## config.mk

```make
export PLATFORM = sky130hd
export DESIGN_NAME = servo_scheduler_flat
export DESIGN_NICKNAME = d
export VERILOG_FILES = /design/src/rtl/sorter_pkg.sv /design/src/rtl/servo_scheduler_if.sv /design/src/rtl/sched_fifo.sv /design/src/rtl/servo_scheduler.sv /design/src/flat_wrapper.sv
export SDC_FILE = /design/constraint.sdc
export NUM_CORES = 1
export LEC_CHECK = 0
export CORE_AREA = 2 2 110 112
export CTS_CLUSTER_DIAMETER = 60
export DETAILED_ROUTE_END_ITERATION = 8
export DIE_AREA = 0 0 112 114
export GPL_TIMING_DRIVEN = 0
export PLACE_DENSITY = 0.62
export REMOVE_ABC_BUFFERS = 1
export SYNTH_ARGS = -nofsm -noshare
export SYNTH_HDL_FRONTEND = slang
export SYNTH_SLANG_ARGS = --single-unit
```

## constraint.sdc

```tcl
create_clock -name clk -period 6.5 [get_ports clk]
set_input_delay 0.975 -clock clk [delete_from_list [all_inputs] [get_ports clk]]
set_output_delay 0.975 -clock clk [all_outputs]
set_load 0.05 [all_outputs]
```

## src/rtl/sorter_pkg.sv

```systemverilog
// Shared definitions for the sorter servo control path: op codes, scheduler
// FSM encoding and default timing constants for a 50 MHz clock.
package sorter_pkg;

    typedef enum logic [1:0] {
        OP_DISPENSE = 2'd0,
        OP_RED      = 2'd1,
        OP_GREEN    = 2'd2,
        OP_BLUE     = 2'd3
    } op_e;

    typedef enum logic [1:0] {
        ST_IDLE      = 2'd0,
        ST_ISSUE     = 2'd1,
        ST_WAIT_DONE = 2'd2,
        ST_SETTLE    = 2'd3
    } state_e;

    // 20 ms settle gap and 3 s stall limit at 50 MHz.
    localparam int unsigned SETTLE_TICKS_DEF  = 1000000;
    localparam int unsigned TIMEOUT_TICKS_DEF = 150000000;

    localparam int TMO_W    = 28;
    localparam int SETTLE_W = 20;

    function automatic logic is_color(op_e op);
        return op != OP_DISPENSE;
    endfunction

endpackage

```

## src/rtl/servo_scheduler_if.sv

```systemverilog
// Command handshake between the scheduler (master) and the servo PWM drivers
// (slave): a one-cycle start pulse with op code, answered by a done pulse.
interface servo_scheduler_if;

    logic       cmd_start;
    logic [1:0] cmd_op;
    logic       drv_done;

    modport master (
        output cmd_start,
        output cmd_op,
        input  drv_done
    );

    modport slave (
        input  cmd_start,
        input  cmd_op,
        output drv_done
    );

endinterface

```

## src/rtl/sched_fifo.sv

```systemverilog
// Synchronous command FIFO. A push into a full FIFO is still accepted when a
// pop happens in the same cycle; push_ok reports whether the push was taken.
module sched_fifo #(
    parameter int DEPTH = 4,
    parameter int WIDTH = 2
) (
    input  logic             clk,
    input  logic             rst,
    input  logic             push,
    input  logic [WIDTH-1:0] push_data,
    output logic             push_ok,
    input  logic             pop,
    output logic [WIDTH-1:0] pop_data,
    output logic             full,
    output logic             empty
);

    localparam int AW = $clog2(DEPTH);

    logic [WIDTH-1:0] mem_q [DEPTH];
    logic [AW-1:0]    wr_ptr_q, wr_ptr_d;
    logic [AW-1:0]    rd_ptr_q, rd_ptr_d;
    logic [AW:0]      count_q, count_d;
    logic             pop_ok;

    assign full     = (count_q == (AW+1)'(DEPTH));
    assign empty    = (count_q == '0);
    assign pop_data = mem_q[rd_ptr_q];

    always_comb begin
        // NOTE: every output of a combinational block gets a default first, so no path leaves it unassigned and infers a latch.
        wr_ptr_d = wr_ptr_q;
        rd_ptr_d = rd_ptr_q;
        count_d  = count_q;
        pop_ok   = pop && !empty;
        push_ok  = push && (!full || pop_ok);

        if (push_ok) wr_ptr_d = wr_ptr_q + AW'(1);
        if (pop_ok)  rd_ptr_d = rd_ptr_q + AW'(1);

        case ({push_ok, pop_ok})
            2'b10:   count_d = count_q + (AW+1)'(1);
            2'b01:   count_d = count_q - (AW+1)'(1);
            default: count_d = count_q;
        endcase
    end

    always_ff @(posedge clk) begin
        // NOTE: sequential state is written with <= so every flop samples pre-edge values regardless of block order.
        if (rst) begin
            wr_ptr_q <= '0;
            rd_ptr_q <= '0;
            count_q  <= '0;
        end else begin
            wr_ptr_q <= wr_ptr_d;
            rd_ptr_q <= rd_ptr_d;
            count_q  <= count_d;
        end
    end

    // NOTE: storage is not reset; the pointers and count already define which entries are valid.
    always_ff @(posedge clk) begin
        if (push_ok) mem_q[wr_ptr_q] <= push_data;
    end

endmodule

```

## src/rtl/servo_scheduler.sv

```systemverilog
// Queues MBED dispense/color requests and runs them one at a time on the servo
// drivers with a start/done handshake, settle gap and stall timeout.
// Define SERVO_SCHED_COUNT_EN to build the completed-dispense counter.
module servo_scheduler
    import sorter_pkg::*;
#(
    parameter int          FIFO_DEPTH    = 4,
    parameter int unsigned SETTLE_TICKS  = SETTLE_TICKS_DEF,
    parameter int unsigned TIMEOUT_TICKS = TIMEOUT_TICKS_DEF
) (
    input  logic                      clk,
    input  logic                      rst,
    input  logic                      go,
    input  logic                      posRed,
    input  logic                      posGreen,
    input  logic                      posBlue,
    servo_scheduler_if.master         cmd_if,
    output logic                      busy,
    output logic [1:0]                cur_color,
    output logic                      fifo_full,
    output logic                      overflow_check,
    output logic                      timeout_check,
    output logic [15:0]               dispense_count
);

    localparam logic [TMO_W-1:0]    TMO_LAST    = TMO_W'(TIMEOUT_TICKS - 1);
    localparam logic [SETTLE_W-1:0] SETTLE_LAST = SETTLE_W'(SETTLE_TICKS - 1);

    // Request bit index equals the op code of the command it produces.
    logic [3:0] req_s1_q, req_s1_d;
    logic [3:0] req_s2_q, req_s2_d;
    logic [3:0] req_prev_q, req_prev_d;
    logic [3:0] req_edge;

    logic       pend_q, pend_d;
    logic       overflow_q, overflow_d;
    logic       push, push_ok, pop;
    op_e        push_op;
    logic [1:0] fifo_head;
    logic       fifo_empty;

    state_e              state_q, state_d;
    op_e                 cmd_op_q, cmd_op_d;
    logic [1:0]          cur_color_q, cur_color_d;
    logic [TMO_W-1:0]    tmo_cnt_q, tmo_cnt_d;
    logic [SETTLE_W-1:0] settle_cnt_q, settle_cnt_d;
    logic                timeout_q, timeout_d;

    always_comb begin
        req_s1_d   = {posBlue, posGreen, posRed, go};
        req_s2_d   = req_s1_q;
        req_prev_d = req_s2_q;
        req_edge   = req_s2_q & ~req_prev_q;
    end

    // One push per cycle: colors win over dispense, red > green > blue.
    always_comb begin
        push       = 1'b0;
        push_op    = OP_DISPENSE;
        pend_d     = pend_q;
        overflow_d = overflow_q;

        if (req_edge[3:1] != 3'b000) begin
            push = 1'b1;
            if (req_edge[OP_RED])        push_op = OP_RED;
            else if (req_edge[OP_GREEN]) push_op = OP_GREEN;
            else                         push_op = OP_BLUE;

            if ((req_edge[OP_RED] && req_edge[OP_GREEN]) ||
                (req_edge[OP_RED] && req_edge[OP_BLUE])  ||
                (req_edge[OP_GREEN] && req_edge[OP_BLUE]))
                overflow_d = 1'b1;

            pend_d = pend_q || req_edge[OP_DISPENSE];
            if (pend_q && req_edge[OP_DISPENSE]) overflow_d = 1'b1;
        end else if (pend_q || req_edge[OP_DISPENSE]) begin
            push    = 1'b1;
            push_op = OP_DISPENSE;
            pend_d  = pend_q && req_edge[OP_DISPENSE];
        end

        if (push && !push_ok) overflow_d = 1'b1;
    end

    sched_fifo #(
        .DEPTH (FIFO_DEPTH),
        .WIDTH (2)
    ) u_fifo (
        .clk       (clk),
        .rst       (rst),
        .push      (push),
        .push_data (push_op),
        .push_ok   (push_ok),
        .pop       (pop),
        .pop_data  (fifo_head),
        .full      (fifo_full),
        .empty     (fifo_empty)
    );

    always_comb begin
        state_d      = state_q;
        cmd_op_d     = cmd_op_q;
        cur_color_d  = cur_color_q;
        tmo_cnt_d    = tmo_cnt_q;
        settle_cnt_d = settle_cnt_q;
        timeout_d    = timeout_q;
        pop          = 1'b0;

        case (state_q)
            ST_IDLE: begin
                if (!fifo_empty) begin
                    pop      = 1'b1;
                    cmd_op_d = op_e'(fifo_head);
                    // A move to the bin already selected is elided entirely.
                    if (!(is_color(op_e'(fifo_head)) && fifo_head == cur_color_q))
                        state_d = ST_ISSUE;
                end
            end
            ST_ISSUE: begin
                tmo_cnt_d = '0;
                state_d   = ST_WAIT_DONE;
            end
            ST_WAIT_DONE: begin
                if (cmd_if.drv_done) begin
                    if (is_color(cmd_op_q)) cur_color_d = cmd_op_q;
                    settle_cnt_d = '0;
                    state_d      = ST_SETTLE;
                end else if (tmo_cnt_q == TMO_LAST) begin
                    timeout_d    = 1'b1;
                    settle_cnt_d = '0;
                    state_d      = ST_SETTLE;
                end else begin
                    tmo_cnt_d = tmo_cnt_q + TMO_W'(1);
                end
            end
            ST_SETTLE: begin
                if (settle_cnt_q == SETTLE_LAST) state_d = ST_IDLE;
                else settle_cnt_d = settle_cnt_q + SETTLE_W'(1);
            end
            default: state_d = ST_IDLE;
        endcase
    end

    always_ff @(posedge clk) begin
        if (rst) begin
            req_s1_q     <= '0;
            req_s2_q     <= '0;
            req_prev_q   <= '0;
            pend_q       <= 1'b0;
            overflow_q   <= 1'b0;
            state_q      <= ST_IDLE;
            cmd_op_q     <= OP_DISPENSE;
            cur_color_q  <= '0;
            tmo_cnt_q    <= '0;
            settle_cnt_q <= '0;
            timeout_q    <= 1'b0;
        end else begin
            req_s1_q     <= req_s1_d;
            req_s2_q     <= req_s2_d;
            req_prev_q   <= req_prev_d;
            pend_q       <= pend_d;
            overflow_q   <= overflow_d;
            state_q      <= state_d;
            cmd_op_q     <= cmd_op_d;
            cur_color_q  <= cur_color_d;
            tmo_cnt_q    <= tmo_cnt_d;
            settle_cnt_q <= settle_cnt_d;
            timeout_q    <= timeout_d;
        end
    end

`ifdef SERVO_SCHED_COUNT_EN
    logic [15:0] disp_cnt_q, disp_cnt_d;
    logic        disp_done;

    always_comb begin
        disp_done  = (state_q == ST_WAIT_DONE) && cmd_if.drv_done &&
                     (cmd_op_q == OP_DISPENSE);
        disp_cnt_d = disp_cnt_q + 16'(disp_done);
    end

    always_ff @(posedge clk) begin
        if (rst) disp_cnt_q <= '0;
        else     disp_cnt_q <= disp_cnt_d;
    end

    assign dispense_count = disp_cnt_q;
`else
    assign dispense_count = '0;
`endif

    assign cmd_if.cmd_start = (state_q == ST_ISSUE);
    assign cmd_if.cmd_op    = cmd_op_q;
    assign busy             = (state_q != ST_IDLE);
    assign cur_color        = cur_color_q;
    assign overflow_check   = overflow_q;
    assign timeout_check    = timeout_q;

endmodule

```

## src/flat_wrapper.sv

```systemverilog
// flat-port wrapper written by rule: the top's interface ports become plain ports
module servo_scheduler_flat import sorter_pkg::*;
#(
    parameter int          FIFO_DEPTH    = 4,
    parameter int unsigned SETTLE_TICKS  = SETTLE_TICKS_DEF,
    parameter int unsigned TIMEOUT_TICKS = TIMEOUT_TICKS_DEF
)
  (clk, rst, go, posRed, posGreen, posBlue, busy, cur_color, fifo_full, overflow_check, timeout_check, dispense_count, cmd_if_cmd_start, cmd_if_cmd_op, cmd_if_drv_done);
  servo_scheduler_if cmd_if_i ();
  input  logic clk;
  input  logic rst;
  input  logic go;
  input  logic posRed;
  input  logic posGreen;
  input  logic posBlue;
  output logic busy;
  output logic [1:0] cur_color;
  output logic fifo_full;
  output logic overflow_check;
  output logic timeout_check;
  output logic [15:0] dispense_count;
  output wire logic [$bits(cmd_if_i.cmd_start)-1:0] cmd_if_cmd_start;
  output wire logic [$bits(cmd_if_i.cmd_op)-1:0] cmd_if_cmd_op;
  input wire logic [$bits(cmd_if_i.drv_done)-1:0] cmd_if_drv_done;
  assign cmd_if_cmd_start = cmd_if_i.cmd_start;
  assign cmd_if_cmd_op = cmd_if_i.cmd_op;
  assign cmd_if_i.drv_done = cmd_if_drv_done;
  servo_scheduler #(.FIFO_DEPTH(FIFO_DEPTH), .SETTLE_TICKS(SETTLE_TICKS), .TIMEOUT_TICKS(TIMEOUT_TICKS)) u_core (.clk(clk), .rst(rst), .go(go), .posRed(posRed), .posGreen(posGreen), .posBlue(posBlue), .cmd_if(cmd_if_i), .busy(busy), .cur_color(cur_color), .fifo_full(fifo_full), .overflow_check(overflow_check), .timeout_check(timeout_check), .dispense_count(dispense_count));
endmodule
```

==> run summary, run 1 <==
outcome: completed
Clock Path Buffers: 2
Via density: 5.693
Antenna Violating Nets Remaining: 0
clock skew: 6.086 ps
EDFF count, synth: 8
sw frac: 31.32%
# rows: 40
Die ar.: 0.01277 sq mm
Clk pwr share: 37.8%
largest net degree at the start of global routing: 40
Routed Wire Length: 9.528 mm
post-layout min period: 3021 ps
worst-path maximum fanout: 6
crit start category: register
Mean Syn Cell Area: 8.852 sq um
XOR/XNOR Fraction of Synth Area: 1.169%
CTS-repair resized insts: 0
Comb power frac: 21.9%
Inserted Diodes: 0
clk slew on worst S/H paths: 60 ps
max-slew violations: 0
Sw Pwr: 466.6 uW
WS Path Type: reg2out
Final nets: 525
ys flop type: dfxtp_1
final estimated routing congestion in global placement: 0.8577
endpoints failing setup: 0
largest family of logic cells by synthesized area: simple AND/OR/NAND/NOR gates
first-pass GRT wire length: 15.86 mm
number of global-route vias before repair: 3,372
latest clock arrival within the worst-skew pair: 350 ps
DR top layer: met4
mux cell area share after synthesis: 5.509%
WL met3: 306 um
final cycle utilization of the critical path: 46.47%
Compound-Gate Fraction of Synth Area: 15.39%
FFs w/ async S/R, synth: 0%
hold_buf cts: 0
area grow syn2layout: 10.85%
VDD IR max: 0.1656 mV
P_leak: 0.001597 uW
die span in x: 112 um
Core ar.: 0.01171 sq mm
root buffer cell: clkbuf_16
gr usage total: 15.33%
routed len/inst: 14.46 um
sequential fraction of the synthesis area: 40.07%
Seq pwr share: 40.4%
RSZ-0062 raised after global routing: no
Max-cap violations: 0
Hold/Removal Path Class: reg2reg
number of top-level pins: 32
share of cells above drive strength 1: 5.469%
# clock sinks: 86
Int Pwr: 1023 uW
routed via count: 3,752
1st-pass router iterations: 4
gr ovfl total: 0
Initial Util: 38.40%
Netlist cell types: 54
Yosys Warn Count: 0
Post-CTS Repair Setup Buffers: 0
Final Hold Vio Count: 0
Synth Area in Adders: 3.228%
Synth Area in Simple Gates: 27.18%
CTS tree: built
Slew @ Worst Pin: 1033 ps
design area: 0.004985 sq mm
initial antenna violation count: 0
CTS Buf Count: 9
drt drc: 0
H-tree levels: 3
PortBufs: 15
CP endpoint kind: primary output
initial DRC count: 285
Vert. Die Dim: 114 um
setup TNS: 0 ps
Critical Path RT: 5520 ps
placed cell areas: 0.004668 sq mm
pwr/cell area: 298.9 mW/mm^2
Cells after Synth: 508
routed length on met2: 4.631 mm
fmax: 331.1 MHz
WP data arrival: 2050 ps
WL met1: 4.420 mm
synthesized flop and latch total: 86
dpl hpwl: 6.464 mm
max_slew headroom: 31.16%
Post-Syn Area: 0.004497 sq mm
[layout by cell type (no fill, tap or decap), types with 3 or more instances in the layout]
cell type | Yosys | routed
a21oi_1 | 39 | 39
and2_1 | 10 | 10
and3_1 | 5 | 5
clkbuf_16 | 0 | 9
clkdlybuf4s50_1 | 0 | 14
conb_1 | 1 | 16
dfxtp_1 | 78 | 78
edfxtp_1 | 8 | 8
ha_1 | 10 | 10
inv_1 | 25 | 25
mux2i_1 | 18 | 18
nand2_1 | 36 | 36
nand2b_1 | 5 | 5
nand3_1 | 25 | 25
nand4_1 | 11 | 11
nand4b_1 | 4 | 4
nor2_1 | 27 | 27
nor2b_1 | 19 | 19
nor4_1 | 16 | 16
nor4_2 | 4 | 4
o211ai_1 | 18 | 18
o21a_1 | 3 | 3
o21ai_0 | 7 | 7
o21ai_1 | 4 | 3
o31a_1 | 3 | 3
o31ai_1 | 23 | 23
or3_1 | 7 | 7
or4_1 | 24 | 24
xnor2_1 | 3 | 3
xor2_1 | 3 | 3
[cell type report]
type                            instances  area, sq um
Clock buffer                            9        225.2
Clock inverter                          7        96.34
Fill cell                            1165         6726
Inverter                               25        93.84
Multi-Input combinational cell        369         2424
Sequential cell                        86         1802
Tap cell                              147        183.9
Timing Repair Buffer                   16        160.2
[path summary, 6_finish.rpt]
| path | from | end | slack, ps | depth (start not counted) |
|---|---|---|---|---|
| setup / recovery | u_core.state_q[0] | busy | 3480 | 4 |
| hold / removal | u_core.req_s1_q[0] | u_core.req_prev_d[0] | 440 | 1 |
| setup reg to reg | u_core.state_q[0] | u_core.settle_cnt_q[19] | 3830 | 6 |
| hold reg to reg | u_core.req_s1_q[0] | u_core.req_prev_d[0] | 440 | 1 |
[synth_stat cells (all sizes together) (3+ instances only)]
| master | number | area, sq um |
|---|---|---|
| o21a | 3 | 22.52 |
| o21ai | 12 | 63.81 |
| or3 | 7 | 43.79 |
| inv | 25 | 93.84 |
| nand4b | 4 | 35.03 |
| o31a | 3 | 26.28 |
| or4 | 24 | 180.2 |
| nand2 | 36 | 135.1 |
| xnor2 | 3 | 26.28 |
| nor2 | 27 | 101.4 |
| and3 | 5 | 31.28 |
| nand4 | 12 | 81.33 |
| nor2b | 19 | 118.9 |
| a21oi | 39 | 195.2 |
| nor4b | 4 | 47.55 |
| ha | 10 | 125.1 |
| nor4 | 20 | 150.1 |
| and2 | 10 | 62.56 |
| nand2b | 5 | 31.28 |
| o211ai | 18 | 135.1 |
| xor2 | 3 | 26.28 |
| nand3 | 25 | 125.1 |
| o31ai | 23 | 172.7 |
| mux2i | 18 | 180.2 |
| edfxtp | 8 | 240.2 |
| buf | 23 | 162.7 |
| clkbuf | 20 | 75.07 |
| dfxtp | 78 | 1562 |
[cell families (layout without fill, tap and decap cells)]
group,after synthesis,after routing
AOI/OAI and AO/OA,107,107
muxes,22,22
DFF,86,86
adders and majority gates,11,11
xor gates and xnor gates,6,6
and+or+nand+nor,207,207
buffers and inverters,68,57
other,1,16
[flip-flops by register name, summed over array words and instances (netlist names), 3 cells and up, named ones only]
name and count:
u_core.tmo_cnt_q 28, u_core.settle_cnt_q 20, u_core.u_fifo.mem_q 8, u_core.req_prev_d 4
u_core.req_prev_q 4, u_core.req_s1_q 4, u_core.u_fifo.count_q 3
[critical path, cell delays in order (launching register included)]
cell and delay (ps):
dfxtp_1 380, inv_1 80, ha_1 290, inv_1 130, clkdlybuf4s50_1 810
[stage by stage]
step                      hold slack, ps  instances  util (%)  power, uW  setup WS, ps
after floorplan                    413.8        480         -      851.8          3867
after global placement             418.6        642     39.70      927.1          2206
after detailed placement           426.4        643     39.86      941.8          2122
after CTS                          448.0        659     42.61       1504          2480
after global routing               462.0        659     42.56       1554          3385
final                              441.8        659     42.56       1490          3479
[layer usage]
layer / vias to the layer above / GRT usage, %
met3: 11 / 3.241
met5: - / 0
met2: 59 / 25.37
met1: 1834 / 19.57
li1: 1848 / -
met4: 0 / 6.423
[power groups by stage]
| stage | clock [uW] | sequential [uW] | combinational [uW] |
|---|---|---|---|
| 2_1_floorplan | 0 | 628 | 223 |
| 3_3_place_gp | 0 | 610 | 317 |
| 5_1_grt | 592 | 605 | 358 |
| 3_5_place_dp | 0 | 613 | 329 |
| 4_1_cts | 572 | 601 | 330 |
| 6_report | 563 | 601 | 326 |
No activity file was read; power rests on OpenSTA's default activity.
==> run 2: changes to the inputs <==
Settings changed: PLACE_DENSITY 0.62 to 0.64.
Clock period 6.5 ns to 2.48 ns, I/O delays scaled along.
==> run summary, run 2 (synthesis gave the netlist of run 1 again) <==
outcome: completed
Routed Wire Length: 9.560 mm
share of cells above drive strength 1: 8.382%
number of global-route vias before repair: 3,437
CP endpoint kind: primary output
Final Worst Setup Slack: 170.4 ps
Comb power frac: 22.5%
initial antenna violation count: 0
RSZ-0062 raised after global routing: no
Worst setup startpoint: u_core.u_fifo.count_q[2]
final estimated routing congestion in global placement: 0.8137
final cycle utilization of the critical path: 93.13%
largest registers: u_core.tmo_cnt_q (28), u_core.settle_cnt_q (20), u_core.u_fifo.mem_q (8)
Sw Pwr: 1229 uW
Final Hold Vio Count: 0
max reg flops: 28
latest clock arrival within the worst-skew pair: 340 ps
Inserted Diodes: 0
number of top-level pins: 32
met1 Usage GRT: 18.76%
routed via count: 3,738
Initial Util: 38.40%
WP data arrival: 1940 ps
Int Pwr: 2709 uW
Die ar.: 0.01277 sq mm
gr usage total: 14.98%
Vert. Die Dim: 114 um
Via density: 5.664
fmax: 433.0 MHz
worst-path maximum fanout: 4
Final nets: 526
gr ovfl total: 0
total power: 3938 uW
Bufs and invs on worst path: 2
crit start category: register
# rows: 40
root buffer cell: clkbuf_16
Max-cap violations: 0
commonest non-fill, non-tap cell in the layout: dfxtp_1
initial DRC count: 265
CP peak stage delay: 870 ps
Antenna Violating Nets Remaining: 0
# clock sinks: 86
Non-Filler Instances: 660
Post-CTS Repair Setup Buffers: 0
P_leak: 0.001620 uW
Multi-input gate area: 0.002485 sq mm
placed cell areas: 0.004668 sq mm
max_slew headroom: 41.10%
placed insts: 643
WS Path Type: reg2out
H-tree levels: 3
area grow syn2layout: 12.80%
Critical Path RT: 2110 ps
largest net degree at the start of global routing: 40
CTS Buf Count: 9
Clk pwr share: 37.5%
max-slew violations: 0
worst-path cell with the longest stage delay: clkdlybuf4s50_1
clock skew: 6.206 ps
1st-pass router iterations: 5
filler cell count: 1,139
sw frac: 31.21%
dpl hpwl: 6.374 mm
first-pass GRT wire length: 15.87 mm
pwr/cell area: 776.4 mW/mm^2
design area: 0.005072 sq mm
PortBufs: 15
Core ar.: 0.01171 sq mm
hold_buf cts: 0
crit-path cells: inv_1 -> nor3_1 -> clkdlybuf4s50_1
GR Util met3: 3.826%
VDD IR max: 0.4818 mV
endpoints failing setup: 0
hold_ws: 438.3 ps
dpl ws: -1278 ps
Clock Path Buffers: 2
commonest non-fill, non-tap cells in the layout: dfxtp_1, a21oi_1, nand2_1
routed len/inst: 14.48 um
clk slew on worst S/H paths: 60 ps
drt drc: 0
Top reg by flops: u_core.tmo_cnt_q
GR Layer Usage met2: 25.54%
post-layout min period: 2310 ps
die span in x: 112 um
storage element area: 0.001802 sq mm
gr busiest metal: met2
Hold/Removal Path Class: reg2reg
hold_sp: u_core.req_s1_q[0]
worst r2r src: u_core.tmo_cnt_q[0]
Slew @ Worst Pin: 882.7 ps
CTS tree: built
crit-path leading delay family: buffers and inverters
Seq pwr share: 40.0%
[run 2: cell count changes in the layout (fill, tap and decap cells not counted), sizes merged]
cell,delta
buf,-1
clkdlybuf4s15,+1
clkdlybuf4s50,-1
clkinv,+1
clkinvlp,+1
dlymetal6s2s,+1
inv,-1
[run 2: power by group through the flow]
stage,clock network (uW),registers (uW),logic (uW)
after floorplan,0,1650,585
after global placement,0,1600,837
after detailed placement,0,1600,857
after CTS,1520,1570,864
after global routing,1580,1590,972
final,1480,1580,886
[run 2: cell type report]
type / instances / area share, %
sequential: 86 / 35.52
timing repair buffer: 16 / 3.330
clock buffer: 9 / 4.440
timing repair inverter: 1 / 0.09867
multi-input combinational: 369 / 48.99
inverter: 25 / 1.924
tap: 147 / 3.626
clock inverter: 7 / 2.072
[run 2: repair_timing]
item / CTS / global route
gates cloned: 0 / 1
hold endpoints to repair: 0 / 0
resized for setup: 5 / 16
pin swaps: 0 / 0
endpoints found under the setup margin: 45 / 45
[run 2: metal layers]
layer / vias up / part of all wire (%)
li1: 1847 / -
met1: 1777 / 45
met2: 93 / 49
met3: 21 / 4.2
met4: 0 / 1.5
met5: - / 0
[run 2: final timing paths]
path | end | slack (ps) | cells past startpoint
worst min register to register | u_core.req_prev_d[0] | 440 | 1
worst max-delay path | fifo_full | 170 | 3
worst min-delay path | u_core.req_prev_d[0] | 440 | 1
worst max register to register | u_core.settle_cnt_q[10] | 190 | 6
[run 2: metrics by stage]
| stage | TNS (ps) | util, % |
|---|---|---|
| after floorplan | -735.6 | - |
| after global placement | -33170 | 39.70 |
| after detailed placement | -37440 | 39.86 |
| after CTS | 0 | 42.72 |
| after global routing | 0 | 43.31 |
| final | 0 | 43.31 |
==> run 3: changes to the inputs <==
Settings changed: HOLD_SLACK_MARGIN set to 0.02.
==> results of run 3 <==
No change in the layout: final DEF, timing and power equal those of run 2.
